==> config.mk <==
export PLATFORM = sky130hd
export DESIGN_NAME = keypad_code_lock
export DESIGN_NICKNAME = d
export VERILOG_FILES = /design/src/rtl/lock_pkg.sv /design/src/rtl/code_entry_buffer.sv /design/src/rtl/keypad_code_lock.sv
export SDC_FILE = /design/constraint.sdc
export NUM_CORES = 1
export LEC_CHECK = 0
export BUFFER_PORTS_ARGS = -buffer_cell sky130_fd_sc_hd__buf_2
export CAP_MARGIN = 30
export CORE_MARGIN = 3
export CORE_UTILIZATION = 60
export CTS_BUF_LIST = sky130_fd_sc_hd__clkbuf_4 sky130_fd_sc_hd__clkbuf_8
export DETAILED_ROUTE_END_ITERATION = 12
export GPL_TIMING_DRIVEN = 0
export PLACE_DENSITY = 0.85
export SLEW_MARGIN = 15
export SYNTH_ARGS = -nofsm -noshare
export SYNTH_HDL_FRONTEND = slang
export SYNTH_HIERARCHICAL = 1
export SYNTH_SLANG_ARGS = --single-unit
export TNS_END_PERCENT = 50
==> constraint.sdc <==
create_clock -name clk -period 4.87 [get_ports clk]
set_clock_uncertainty 0.15 [all_clocks]
set_input_delay 0.2435 -clock clk [delete_from_list [all_inputs] [get_ports clk]]
set_output_delay 0.2435 -clock clk [all_outputs]
set_load 0.02 [all_outputs]
==> src/rtl/lock_pkg.sv <==
// Shared types and key constants for the keypad code lock.
package lock_pkg;

    typedef enum logic [2:0] {
        StLocked,
        StEntry,
        StCheck,
        StUnlocked,
        StProgram,
        StLockout
    } lock_state_t;

    typedef struct packed {
        logic locked;
        logic unlocked;
        logic alarm;
    } lock_status_t;

    localparam logic [3:0] KEY_ENTER = 4'hA;
    localparam logic [3:0] KEY_PROG  = 4'hB;
    localparam logic [3:0] KEY_CLEAR = 4'hC;
    localparam logic [3:0] KEY_LOCK  = 4'hD;

    function automatic lock_status_t st_status(lock_state_t s);
        lock_status_t r;
        r.locked   = (s == StLocked) || (s == StEntry) || (s == StCheck) || (s == StLockout);
        r.unlocked = (s == StUnlocked) || (s == StProgram);
        r.alarm    = (s == StLockout);
        return r;
    endfunction

endpackage

==> src/rtl/code_entry_buffer.sv <==
// Digit entry shift register with saturating count and per-position blank flags.
module code_entry_buffer #(
    parameter int unsigned CODE_LEN = 4
) (
    input  logic                          clk,
    input  logic                          rst,
    input  logic                          shift,
    input  logic                          clear,
    input  logic [3:0]                    digit,
    output logic [4*CODE_LEN-1:0]         digits,
    output logic [CODE_LEN-1:0]           blank,
    output logic [$clog2(CODE_LEN+1)-1:0] count
);

    localparam int unsigned DW = 4 * CODE_LEN;
    localparam int unsigned CW = $clog2(CODE_LEN + 1);

    always_ff @(posedge clk) begin
        if (rst || clear) begin
            digits <= '0;
            blank  <= '1;
            count  <= '0;
        end else if (shift) begin
            // Oldest digit falls off the top once the buffer is full.
            digits <= (digits << 4) | DW'(digit);
            blank  <= blank << 1;
            if (count != CW'(CODE_LEN)) begin
                count <= count + 1'b1;
            end
        end
    end

endmodule

==> src/rtl/keypad_code_lock.sv <==
// Code-entry lock core: state machine, timers, stored code and display mux phase.
module keypad_code_lock
    import lock_pkg::*;
#(
    parameter int unsigned          CODE_LEN      = 4,
    parameter int unsigned          MAX_TRIES     = 3,
    parameter int unsigned          LOCKOUT_TICKS = 10,
    parameter int unsigned          RELOCK_TICKS  = 5,
    parameter logic [4*CODE_LEN-1:0] DEFAULT_CODE = 16'h1234,
    parameter int unsigned          MUX_PHASES    = 2
) (
    input  logic                           clk,
    input  logic                           rst,
    input  logic                           key_valid,
    input  logic [3:0]                     key_code,
    input  logic                           sec_tick,
    input  logic                           mux_tick,
    output logic [4*CODE_LEN-1:0]          disp_digits,
    output logic [CODE_LEN-1:0]            disp_blank,
    output logic [$clog2(MUX_PHASES)-1:0]  mux_sel,
    output logic                           locked,
    output logic                           unlocked,
    output logic                           alarm,
    output logic [$clog2(MAX_TRIES+1)-1:0] fail_cnt
);

    localparam int unsigned TMAX = (LOCKOUT_TICKS > RELOCK_TICKS) ? LOCKOUT_TICKS : RELOCK_TICKS;
    localparam int unsigned TW   = $clog2(TMAX + 1);
    localparam int unsigned CW   = $clog2(CODE_LEN + 1);
    localparam int unsigned MW   = $clog2(MUX_PHASES);

    lock_state_t             state;
    lock_status_t            status;
    logic [4*CODE_LEN-1:0]   stored;
    logic [TW-1:0]           timer;
    logic [CW-1:0]           count;
    logic                    is_digit, shift, clear, full, match;
    logic                    k_enter, k_prog, k_clear, k_lock;

    assign is_digit = key_valid && (key_code <= 4'd9);
    assign k_enter  = key_valid && (key_code == KEY_ENTER);
    assign k_prog   = key_valid && (key_code == KEY_PROG);
    assign k_clear  = key_valid && (key_code == KEY_CLEAR);
    assign k_lock   = key_valid && (key_code == KEY_LOCK);

    assign full  = (count == CW'(CODE_LEN));
    assign match = full && (disp_digits == stored);
    assign shift = is_digit && (state == StLocked || state == StEntry || state == StProgram);
    // Buffer is emptied on CLEAR, on every exit from CHECK, and on entering/leaving PROGRAM.
    assign clear = (k_clear && state != StLockout) || (state == StCheck) ||
                   (k_enter && state == StProgram) || (k_prog && state == StUnlocked);

    code_entry_buffer #(
        .CODE_LEN (CODE_LEN)
    ) u_buf (
        .clk    (clk),
        .rst    (rst),
        .shift  (shift),
        .clear  (clear),
        .digit  (key_code),
        .digits (disp_digits),
        .blank  (disp_blank),
        .count  (count)
    );

    always_ff @(posedge clk) begin
        if (rst) begin
            state    <= StLocked;
            status   <= st_status(StLocked);
            stored   <= DEFAULT_CODE;
            timer    <= '0;
            fail_cnt <= '0;
        end else begin
            case (state)
                StLocked: begin
                    if (shift) begin
                        state  <= StEntry;
                        status <= st_status(StEntry);
                    end
                end
                StEntry: begin
                    if (k_enter) begin
                        state  <= StCheck;
                        status <= st_status(StCheck);
                    end
                end
                StCheck: begin
                    if (match) begin
                        state    <= StUnlocked;
                        status   <= st_status(StUnlocked);
                        fail_cnt <= '0;
                        timer    <= TW'(RELOCK_TICKS);
                    end else if (32'(fail_cnt) + 32'd1 >= MAX_TRIES) begin
                        state    <= StLockout;
                        status   <= st_status(StLockout);
                        fail_cnt <= fail_cnt + 1'b1;
                        timer    <= TW'(LOCKOUT_TICKS);
                    end else begin
                        state    <= StLocked;
                        status   <= st_status(StLocked);
                        fail_cnt <= fail_cnt + 1'b1;
                    end
                end
                StLockout: begin
                    if (sec_tick) begin
                        if (timer <= TW'(1)) begin
                            state    <= StLocked;
                            status   <= st_status(StLocked);
                            fail_cnt <= '0;
                            timer    <= '0;
                        end else begin
                            timer <= timer - 1'b1;
                        end
                    end
                end
                StUnlocked: begin
                    // An acted-on key takes precedence over a same-cycle tick.
                    if (k_lock) begin
                        state  <= StLocked;
                        status <= st_status(StLocked);
                        timer  <= '0;
                    end else if (k_prog) begin
                        state  <= StProgram;
                        status <= st_status(StProgram);
                    end else if (sec_tick) begin
                        if (timer <= TW'(1)) begin
                            state  <= StLocked;
                            status <= st_status(StLocked);
                            timer  <= '0;
                        end else begin
                            timer <= timer - 1'b1;
                        end
                    end
                end
                StProgram: begin
                    if (k_enter) begin
                        if (full) begin
                            stored <= disp_digits;
                            state  <= StLocked;
                            status <= st_status(StLocked);
                            timer  <= '0;
                        end else begin
                            state  <= StUnlocked;
                            status <= st_status(StUnlocked);
                            timer  <= TW'(RELOCK_TICKS);
                        end
                    end
                end
                default: begin
                    state  <= StLocked;
                    status <= st_status(StLocked);
                end
            endcase
        end
    end

    always_ff @(posedge clk) begin
        if (rst) begin
            mux_sel <= '0;
        end else if (mux_tick) begin
            mux_sel <= (mux_sel == MW'(MUX_PHASES - 1)) ? '0 : mux_sel + 1'b1;
        end
    end

    assign locked   = status.locked;
    assign unlocked = status.unlocked;
    assign alarm    = status.alarm;

endmodule

==> results.py <==
metrics = {
    "floorplan": {
        "fp.dieH_um": 73.7,
        "die-area_um2": 5430,
        "die_x_um": 73.7,
        "start_util_pct": 65.5,
        "rows": 23,
        "core_um2": 4200,
        "io_pins": 35,
    },
    "cts": {
        "cts_tree": "built",
        "h-tree-depth": 2,
        "clkTransAtPathRegs_ns": 0.10,
        "cts_sinks": 52,
        "cts_resized": 0,
        "postCtsSetupBuffers": 0,
        "postCtsHoldBufs": 0,
        "cts_max_path_buffers": 2,
        "cts_buffers": 5,
        "cts-root-buf": "clkbuf_8",
        "clk_latency_ns": 0.31,
    },
    "timing": {
        "hold_viol": 0,
        "grt_setup_unrepaired": "false",
        "fin_setup_tns_ns": 0,
        "final_max_slew_viol_count": 0,
        "max_slew_margin_pct": 59.7,
        "tightest_slew_ns": 0.598,
        "period_minus_slack_ns": 2.33,
        "fin_crit_sh_pct": 47.9,
        "setup_viol": 0,
        "fmax_ghz": 0.429,
    },
    "drt": {
        "first_iter_violations": 196,
        "dr.pass1.iters": 4,
        "wl_per_cell_um": 15.4,
        "wl_um": 6510,
        "drc_errors": 0,
        "routed_via_density": 5.86,
        "ant_nets": 0,
        "vias": 2471,
    },
    "pwr": {
        "p_per_area_nw_per_um2": 284,
        "ir_drop_mv": 0.230,
        "p_leak_uw": 0.00120,
    },
    "synthesis": {
        "synth_cells": 330,
        "yosys.area.top_type": "dfxtp_1",
        "synth_area_um2": 2750,
        "syn-num-nets": 345,
        "synth_edf_count": 0,
        "yosysSeqAreaShare_pct": 37.9,
        "ys_types": 54,
        "async_flop_share_pct": 0,
        "syn_area_per_cell_um2": 8.33,
        "synthTopCellsByArea": "dfxtp_1 38%, nand2_1 7.2%, mux2i_1 6.9%, xnor2_1 6.4%, a21oi_1 4.2%",
        "synth_seq_cells": 52,
        "synth_top_cell_area_share_pct": 37.9,
        "synth_flop_cell": "dfxtp_1",
        "synth_warnings": 6,
    },
    "grt": {
        "grt_max_degree": 17,
        "grt_pass1_wl_um": 11200,
        "grt_pass1_vias": 2428,
        "grt.total_usage_pct": 26.2,
        "grt_overflow": 0,
        "antenna_found_initial": 0,
    },
    "worst_setup_path": {
        "path_class": "reg2reg",
        "end_kind": "register",
        "start_kind": "register",
        "critPathRequiredTime_ns": 4.93,
        "cp.arrival_ns": 2.39,
        "reg2reg_depth": 9,
        "ff2ff_setup_slack_ns": 2.54,
        "cp_max_fo": 10,
    },
    "min_path": {
        "whs_path_depth": 3,
        "hold_class": "in2reg",
    },
    "cells_and_area": {
        "drive_gt1_share_pct": 18.5,
        "finalNetCount": 386,
        "final_core_util_pct": 73.9,
        "final_common_cell": "nand2_1",
        "syn2layout_area_growth_pct": 12.9,
        "n_fill_cell": 338,
        "antenna_cells": 0,
        "final_cell_mix": "53 x nand2_1, 52 x dfxtp_1, 39 x buf_2",
    },
    "placement": {
        "portBuffers": 34,
        "globalplace.congestion": 0.915,
        "place_hpwl_um": 4740,
    },
    "outcome": {
        "status": "finished, final reports clean",
    },
    "flow_run": {
        "maxCapViolCount": 0,
    },
}
## cells in the mapped netlist (all sizes together) (2+ instances only)
cell type / instances
nor3: 5
o32ai: 2
o22ai: 4
a31oi: 6
nand4: 4
nand2: 54
nor3b: 4
clkbuf: 8
o21ai: 11
and3: 3
a211oi: 2
and2: 2
nor2: 31
or2: 3
or3: 2
buf: 10
mux2: 2
o211ai: 2
dfxtp: 52
inv: 9
xnor2: 20
ha: 6
mux2i: 19
o31ai: 4
a21oi: 23
nand3: 17
nor2b: 4
nand2b: 3
o21a: 2
o311ai: 2
## final timing paths
kind,start,endpoint
worst max-delay path,state[2],u_buf/digits[2]
worst max register to register,state[2],u_buf/digits[2]
worst min-delay path,mux_tick,mux_sel
worst min register to register,stored[14],stored[14]
## logic make-up (layout without fill, tap and decap cells)
logic type | Yosys count | after routing | share of synthesized area, %
AOI/OAI and AO/OA | 67 | 67 | 15.6
DFF | 52 | 52 | 37.9
and+or+nand+nor | 137 | 137 | 24.7
buffers and inverters | 27 | 69 | 5.05
muxes | 21 | 21 | 7.73
xor gates and xnor gates | 20 | 20 | 6.37
adders and majority gates | 6 | 6 | 2.73
## report_power, final
| group | internal, uW | switching [uW] |
|---|---|---|
| clock network | 168 | 149 |
| logic | 44.6 | 72.8 |
| registers | 435 | 11.6 |
## layout make-up
class,instances,area [um^2],share of cell area [%]
clock inverters,2,38.8,1.25
inverters,9,33.8,1.09
well taps,50,62.6,2.02
multi-input cells,251,1570,50.6
repair buffers,34,170,5.48
clock buffers,6,82.6,2.66
flip-flops and latches,52,1040,33.5
plain buffers,18,105,3.39
## routing by layer
layer	share of wire [%]	global-route usage [%]	vias up
met5	0	0	-
met1	43	33.8	1156
met2	51	45.2	71
met3	5.7	4.38	7
li1	-	-	1237
met4	1.0	6.44	0
## registers in the layout, indices dropped and copies added, names as in the netlist, 2 cells and up
signal / count
fail_cnt: 2
state: 3
stored: 16
timer: 4
u_buf/blank: 4
u_buf/count: 3
u_buf/digits: 16
## critical path, cell delays in order, from the launching register on
cell      delay, ns
dfxtp_1        0.35
buf_2          0.20
nor2b_1        0.15
clkbuf_1       0.30
nand3_1        0.12
a22oi_1        0.43
or2_1          0.19
buf_6          0.15
buf_12         0.15
nor2_2         0.04
## through the flow
| stage | std cells | cell area (um^2) | power, uW | hold WS [ns] | setup slack [ns] |
|---|---|---|---|---|---|
| after global placement | 414 | 2980 | 569 | 0.300 | 2.64 |
| after floorplan | 330 | 2750 | 538 | 0.210 | 2.80 |
| after CTS | 422 | 3100 | 881 | 0.0390 | 2.54 |
| final | 422 | 3100 | 881 | 0.0350 | 2.54 |
| after detailed placement | 414 | 2980 | 572 | 0.307 | 2.56 |
| after global routing | 422 | 3100 | 916 | 0.0601 | 2.30 |
Note: power is estimated with default switching activity, not from simulation.
